`src/rtl/memory_stage.sv`:
```
// LEGv8 MEM stage: EX/MEM register, req/ack data-memory access FSM with timeout,
// branch resolution and MEM/WB register. Stalls upstream while an access is pending.
module memory_stage #(
  parameter int DATA_W  = 64,
  parameter int TIMEOUT = 16
) (
  input  logic              clk,
  input  logic              reset,
  input  logic              valid_E,
  input  logic              flush_E,
  input  logic              Branch_E,
  input  logic              MemRead_E,
  input  logic              MemWrite_E,
  input  logic              RegWrite_E,
  input  logic              MemtoReg_E,
  input  logic [4:0]        rd_E,
  input  logic [DATA_W-1:0] PCBranch_E,
  input  logic [DATA_W-1:0] aluResult_E,
  input  logic [DATA_W-1:0] writeData_E,
  input  logic              zero_E,
  output logic              dm_req,
  output logic              dm_we,
  output logic [DATA_W-1:0] dm_addr,
  output logic [DATA_W-1:0] dm_wdata,
  input  logic              dm_ack,
  input  logic [DATA_W-1:0] dm_rdata,
  output logic              stall_M,
  output logic              PCSrc_M,
  output logic [DATA_W-1:0] PCBranch_M,
  output logic              misalign_M,
  output logic              err_M,
  output logic              valid_W,
  output logic              RegWrite_W,
  output logic              MemtoReg_W,
  output logic [4:0]        rd_W,
  output logic [DATA_W-1:0] aluResult_W,
  output logic [DATA_W-1:0] readData_W
);

  localparam int CNT_W = (TIMEOUT > 2) ? $clog2(TIMEOUT) : 1;

  typedef enum logic {S_IDLE, S_WAIT} state_t;

  state_t            state;
  logic [CNT_W-1:0]  cnt;

  logic              valid_M;
  logic              Branch_M;
  logic              MemRead_M;
  logic              MemWrite_M;
  logic              RegWrite_M;
  logic              MemtoReg_M;
  logic              zero_M;
  logic [4:0]        rd_M;
  logic [DATA_W-1:0] aluResult_M;
  logic [DATA_W-1:0] writeData_M;

  logic              mem_op;
  logic              misal;
  logic              load_ack;
  logic              fault;

  // EX/MEM boundary
  always_ff @(posedge clk or posedge reset) begin
    if (reset) begin
      valid_M     <= 1'b0;
      Branch_M    <= 1'b0;
      MemRead_M   <= 1'b0;
      MemWrite_M  <= 1'b0;
      RegWrite_M  <= 1'b0;
      MemtoReg_M  <= 1'b0;
      zero_M      <= 1'b0;
      rd_M        <= '0;
      PCBranch_M  <= '0;
      aluResult_M <= '0;
      writeData_M <= '0;
    end else if (!stall_M) begin
      valid_M     <= valid_E & ~flush_E;
      Branch_M    <= Branch_E;
      MemRead_M   <= MemRead_E;
      MemWrite_M  <= MemWrite_E;
      RegWrite_M  <= RegWrite_E;
      MemtoReg_M  <= MemtoReg_E;
      zero_M      <= zero_E;
      rd_M        <= rd_E;
      PCBranch_M  <= PCBranch_E;
      aluResult_M <= aluResult_E;
      writeData_M <= writeData_E;
    end
  end

  assign mem_op   = valid_M & (MemRead_M | MemWrite_M);
  assign misal    = |aluResult_M[2:0];
  assign PCSrc_M  = valid_M & Branch_M & zero_M;
  assign dm_addr  = aluResult_M;
  assign dm_wdata = writeData_M;
  assign dm_we    = dm_req & MemWrite_M;

  // Request is held through the final WAIT cycle; an ack there still completes normally.
  always_comb begin
    dm_req     = 1'b0;
    stall_M    = 1'b0;
    misalign_M = 1'b0;
    err_M      = 1'b0;
    case (state)
      S_IDLE: begin
        if (mem_op) begin
          if (misal) begin
            misalign_M = 1'b1;
          end else begin
            dm_req  = 1'b1;
            stall_M = ~dm_ack;
          end
        end
      end
      S_WAIT: begin
        dm_req  = 1'b1;
        err_M   = ~dm_ack & (cnt == CNT_W'(TIMEOUT - 1));
        stall_M = ~dm_ack & ~err_M;
      end
      default: ;
    endcase
  end

  assign load_ack = dm_req & dm_ack & ~MemWrite_M;
  assign fault    = misalign_M | err_M;

  // Access FSM; cnt counts request cycles already spent without an ack
  always_ff @(posedge clk or posedge reset) begin
    if (reset) begin
      state <= S_IDLE;
      cnt   <= '0;
    end else begin
      case (state)
        S_IDLE: begin
          if (dm_req && !dm_ack) begin
            state <= S_WAIT;
            cnt   <= CNT_W'(1);
          end
        end
        S_WAIT: begin
          if (dm_ack || err_M) begin
            state <= S_IDLE;
            cnt   <= '0;
          end else begin
            cnt <= cnt + CNT_W'(1);
          end
        end
        default: begin
          state <= S_IDLE;
          cnt   <= '0;
        end
      endcase
    end
  end

  // MEM/WB boundary
  always_ff @(posedge clk or posedge reset) begin
    if (reset) begin
      valid_W     <= 1'b0;
      RegWrite_W  <= 1'b0;
      MemtoReg_W  <= 1'b0;
      rd_W        <= '0;
      aluResult_W <= '0;
      readData_W  <= '0;
    end else if (stall_M) begin
      valid_W    <= 1'b0;
      RegWrite_W <= 1'b0;
    end else begin
      valid_W     <= valid_M;
      RegWrite_W  <= RegWrite_M & valid_M & ~fault;
      MemtoReg_W  <= MemtoReg_M;
      rd_W        <= rd_M;
      aluResult_W <= aluResult_M;
      readData_W  <= load_ack ? dm_rdata : '0;
    end
  end

endmodule

```
`config.mk`:
```
export PLATFORM = sky130hd
export DESIGN_NAME = memory_stage
export DESIGN_NICKNAME = d
export VERILOG_FILES = /design/src/rtl/memory_stage.sv
export SDC_FILE = /design/constraint.sdc
export NUM_CORES = 1
export LEC_CHECK = 0
export CORE_AREA = 3 3 233 235
export DETAILED_ROUTE_END_ITERATION = 10
export DIE_AREA = 0 0 236 238
export GPL_TIMING_DRIVEN = 0
export PLACE_DENSITY_LB_ADDON = 0.2
export RECOVER_POWER = 100
export SLEW_MARGIN = 40
export SYNTH_ARGS = -nofsm -noshare
export SYNTH_HDL_FRONTEND = slang
export SYNTH_SLANG_ARGS = --single-unit
```
`constraint.sdc`:
```
create_clock -name clk -period 13.78 [get_ports clk]
set_input_delay 4.134 -clock clk [delete_from_list [all_inputs] [get_ports clk]]
set_output_delay 4.134 -clock clk [all_outputs]
set_load 0.005 [all_outputs]
```
# After elaboration in Yosys (flattened, before gate mapping)
# Index checks and enable logic that the tools add are counted.
[word_totals]
register_bits = 345
inputBits = 272
output_inout_bits = 334
word_cells = 64
[classes]
n_addsub = 1
n_eq_ne = 2
n_mux = 19
n_bitwise = 19
n_reduce_logical = 4
[ops]
columns = ["op", "n"]
rows = [
  ["2-to-1 mux 64 bit", 1],
  ["2-to-1 mux 1 bit", 12],
  ["AND 1 bit", 11],
  ["2-to-1 mux 4 bit", 2],
  ["case mux 4 bit (2 select lines)", 1],
  ["inverter 1 bit", 6],
  ["case mux 1 bit (2 select lines)", 3],
  ["adder 4 x 1 -> 4 bit (second input constant)", 1],
  ["== test 4 bit (second input constant)", 1],
  ["OR reduction 3 bit", 1],
  ["!= test 2 bit (second input constant)", 1],
  ["OR 1 bit", 2],
  ["logical AND 1 bit", 1],
  ["logical NOT 1 bit", 1],
  ["logical OR 1 bit", 1],
]

# Longest topological paths before layout
[logic_depth]
ltp_word = 8
depth_mapped = 9
mapped_depth_nobuf = 7

# Least setup slack after synthesis
# No wires, ideal clock.
[synth_timing]
path_type = "input to output"
from = "input port dm_ack"
to = "output port stall_M"
arrival_ns = 4.841
t_required_ns = 9.646
setup_slack_ns = 4.805
stages = 5
path_buffers = 2
cell_sequence = "a21oi_1 > nand2_4 > inv_6 > buf_12 > buf_6"
[synth_between]
elab_chain_cells = 5
elab_cells_between_ends = 7
classes_between = "3 x mux; 4 x bitwise"
[synth_rtl]
columns = ["item", "line_no", "source"]
rows = [
  ["start: declaration", "25", "input logic dm_ack,"],
  ["inverter 1 bit *", "112, 118, 119", ""],
  ["AND 1 bit", "118", "err_M = ~dm_ack & (cnt == CNT_W'(TIMEOUT - 1));"],
  ["inverter 1 bit", "119", "stall_M = ~dm_ack & ~err_M;"],
  ["AND 1 bit", "119", ""],
  ["case mux 1 bit (2 select lines) *", "105", "case (state)"],
  ["end: declaration", "27", "output logic stall_M,"],
]
# Every way passes the cells marked *; elsewhere a longest branch is shown, timed or not.

# Final worst setup path
# Same ends and word-level chain as after synthesis.

==> results.sh <==
export IMPL_power_frac_seq=0.443
export IMPL_p_sw_frac=0.225
export IMPL_die_area_sq_mm=0.0562
export IMPL_grt_pass1_vias=10300
export IMPL_core_sq_mm=0.0524
export IMPL_io_buffers=605
export IMPL_critPathMaxStageDelay_ns=0.65
export IMPL_insertion_delay_ns=0.54
export IMPL_cap_violations=3
export IMPL_drtAntennaViolNets=0
export IMPL_cts_repair_resized=0
export IMPL_cp_slowest_cell="dlygate4sd3_1"
export IMPL_hold_class="flop to flop"
export IMPL_tritoncts="yes"
export IMPL_clockPowerShare=0.444
export IMPL_worst_slew_pin_slew_ns=4.15
export IMPL_clk_pin_slew_worst_paths_ns=0.06
export IMPL_top_layer_used="met5"
export IMPL_crit_type="primary input to output port"
export IMPL_comb_power_share=0.113
export IMPL_ys_flop_type="dfrtp_1"
export IMPL_slew_violations=182
export IMPL_wl_met1_um=17500
export IMPL_routed_wl_um=44200
export IMPL_min_period_over_period=0.836
export IMPL_layout_setup_ws_ns=2.26
export IMPL_avgSynthCellArea_sq_um=16.3
export IMPL_outcome="finished, violations left"
export IMPL_cts_buffers=42
export IMPL_violations="capacitance limit, slew limit"
export IMPL_cts_root_buffer_cell="clkbuf_16"
export IMPL_diodes=0
export IMPL_wire_per_inst_um=20.0
export IMPL_synth_seq_cells=345
export IMPL_crit_required_ns=9.65
export IMPL_track_usage=0.154
export IMPL_timing_setup_tns_ns=0
export IMPL_dp_slack_ns=3.45
export IMPL_cts_sinks=345
export IMPL_hold_buffers=0
export IMPL_rsz0062_at_grt="false"
export IMPL_drtPass1Iterations=6
export IMPL_grt_remaining_overflow=0
export IMPL_p_total_mw=2.48
export IMPL_drc_errors=0
export IMPL_wl_met3_um=3260
export IMPL_synth_seq_area_share=0.635
export IMPL_syn_to_final_growth_pct=56.5
export IMPL_grt_pass1_wl_um=66900
export IMPL_netlist_instances=835
export IMPL_yosys_cell_types_count=36
export IMPL_leakage_nw=8.95
export IMPL_vias_per_cell=4.27
export IMPL_power_density_mw_per_mm2=117
export IMPL_syn_num_nets=1108
export IMPL_clock_path_buffers=3
export IMPL_grt_max_degree=75
export IMPL_dpl_hpwl_um=33600
export IMPL_synth_edf_count=0
export IMPL_crit_arrival_ns=7.39
export IMPL_ioPinCount=606
export IMPL_clock_skew_ns=0.00784
export IMPL_ir_drop_uv=65.4
export IMPL_end_kind="output port"
export IMPL_num_rows=84
export IMPL_drt_iter0_markers=330
export IMPL_yosysWarnings=0
export IMPL_drive_gt1_frac=0.0941
export IMPL_vias=9419
export IMPL_synth_area_sq_mm=0.0136
export IMPL_wl_met2_um=22600
export IMPL_post_cts_buffers=0
export IMPL_startpoint_type="primary input"
export IMPL_cp_max_fo=10
export IMPL_async_flop_share=1.00
export IMPL_final_cell_mix="dfrtp_1, dlygate4sd3_1, clkdlybuf4s50_1"
export IMPL_final_common_cell="dfrtp_1"
export IMPL_fin_nets=1762
export IMPL_setup_viol=0
export IMPL_htreeDepth=2
export IMPL_die_x_um=236
export IMPL_switching_power_uw=558
export IMPL_gp_congestion=0.745
export IMPL_fmax_mhz=86.8
export IMPL_place_area_sq_mm=0.0206
export IMPL_period_minus_slack_ns=11.52
export IMPL_crit_chain="dlygate4sd3_1 -> a21oi_1 -> nand2_4 -> clkinvlp_2 -> clkbuf_1 -> clkbuf_1 -> dlygate4sd3_1"
export IMPL_start_util=0.259
export IMPL_die_h_um=238
export IMPL_final_area_sq_mm=0.0213
export IMPL_internal_power_mw=1.92
export IMPL_relSlewSlack=-1.77
export IMPL_antenna_found_initial=1
export IMPL_hold_viol_final=0
metrics by stage:
step | hold WS, ns | std cells | utilization
after floorplan | 0.458 | 835 | -
after global placement | 0.468 | 2128 | 0.391
after detailed placement | 0.478 | 2133 | 0.394
after CTS | 0.490 | 2208 | 0.420
after global routing | 0.489 | 2208 | 0.405
final | 0.481 | 2208 | 0.405
worst max-delay path, delay by kind of cell:
kind / cells / cell delay, ns
and+or+nand+nor: 1 / 0.09
buffers and inverters: 5 / 2.74
AOI/OAI and AO/OA: 1 / 0.40
state kept, by name, summed over array words and instances, names as in the netlist, 4 cells and up:
signal and flops:
PCBranch_M 64, aluResult_W 64, cnt 4, dm_addr 64
dm_wdata 64, rd_M 5, rd_W 5, readData_W 64
layer usage:
metal  GRT usage  vias to the layer above
met3      0.0505                       54
met4      0.0374                        2
li1            -                     4293
met2       0.269                      339
met1       0.185                     4731
met5           0                        -
cell families (layout without fill, tap and decap cells):
group           Yosys count  in the layout  share of synthesized area
compound gates           77             77                     0.0430
xor+xnor                  1              1                   0.000645
fa+ha+maj                 1              1                   0.000921
buf+inv                  57            742                     0.0396
flops                   345            345                      0.635
mux                     267            267                      0.253
simple gates             87             87                     0.0276
power by group through the flow:
stage | Sequential, mW | Clock [mW] | Combinational, mW
2_1_floorplan | 1.12 | 0 | 0.101
3_3_place_gp | 1.12 | 0 | 0.322
3_5_place_dp | 1.12 | 0 | 0.330
4_1_cts | 1.10 | 1.15 | 0.332
5_1_grt | 1.11 | 1.19 | 0.304
6_report | 1.10 | 1.10 | 0.280
cells in the mapped netlist (2+ instances only):
cell	number	area share
a22o_1	7	0.0045
a22oi_1	64	0.035
and2_1	2	0.00092
and3_1	3	0.0014
buf_1	6	0.0017
buf_12	12	0.018
buf_2	6	0.0022
buf_4	5	0.0028
buf_6	13	0.011
clkbuf_1	9	0.0025
dfrtp_1	345	0.64
inv_1	4	0.0011
mux2_1	95	0.079
mux2_2	58	0.048
mux2_4	114	0.13
nand2_1	2	0.00055
nor2_1	69	0.019
nor3_1	2	0.00074
nor3b_1	2	0.0011
worst paths after layout:
check	from	endpoint	slack (ns)	cells past startpoint
worst max-delay path	dm_ack	stall_M	2.26	7
worst min-delay path	rd_M[1]	rd_W[1]	0.48	1
worst max register to register	cnt[0]	PCBranch_M[25]	10.09	8
worst min register to register	rd_M[1]	rd_W[1]	0.48	1
max in group asynchronous	reset	dm_addr[17]	3.88	4
min in group asynchronous	reset	aluResult_W[49]	4.37	2
final cells by class:
cell class,count,area (sq um)
inverters,6,25.0
plain buffers,51,191
well taps,688,861
repair buffers,610,6120
clock buffers,67,1300
flip-flops and latches,345,8630
multi-input cells,433,4040
fillers,5025,31200
clock inverters,8,93.8
Note: power is estimated with default switching activity, not from simulation.
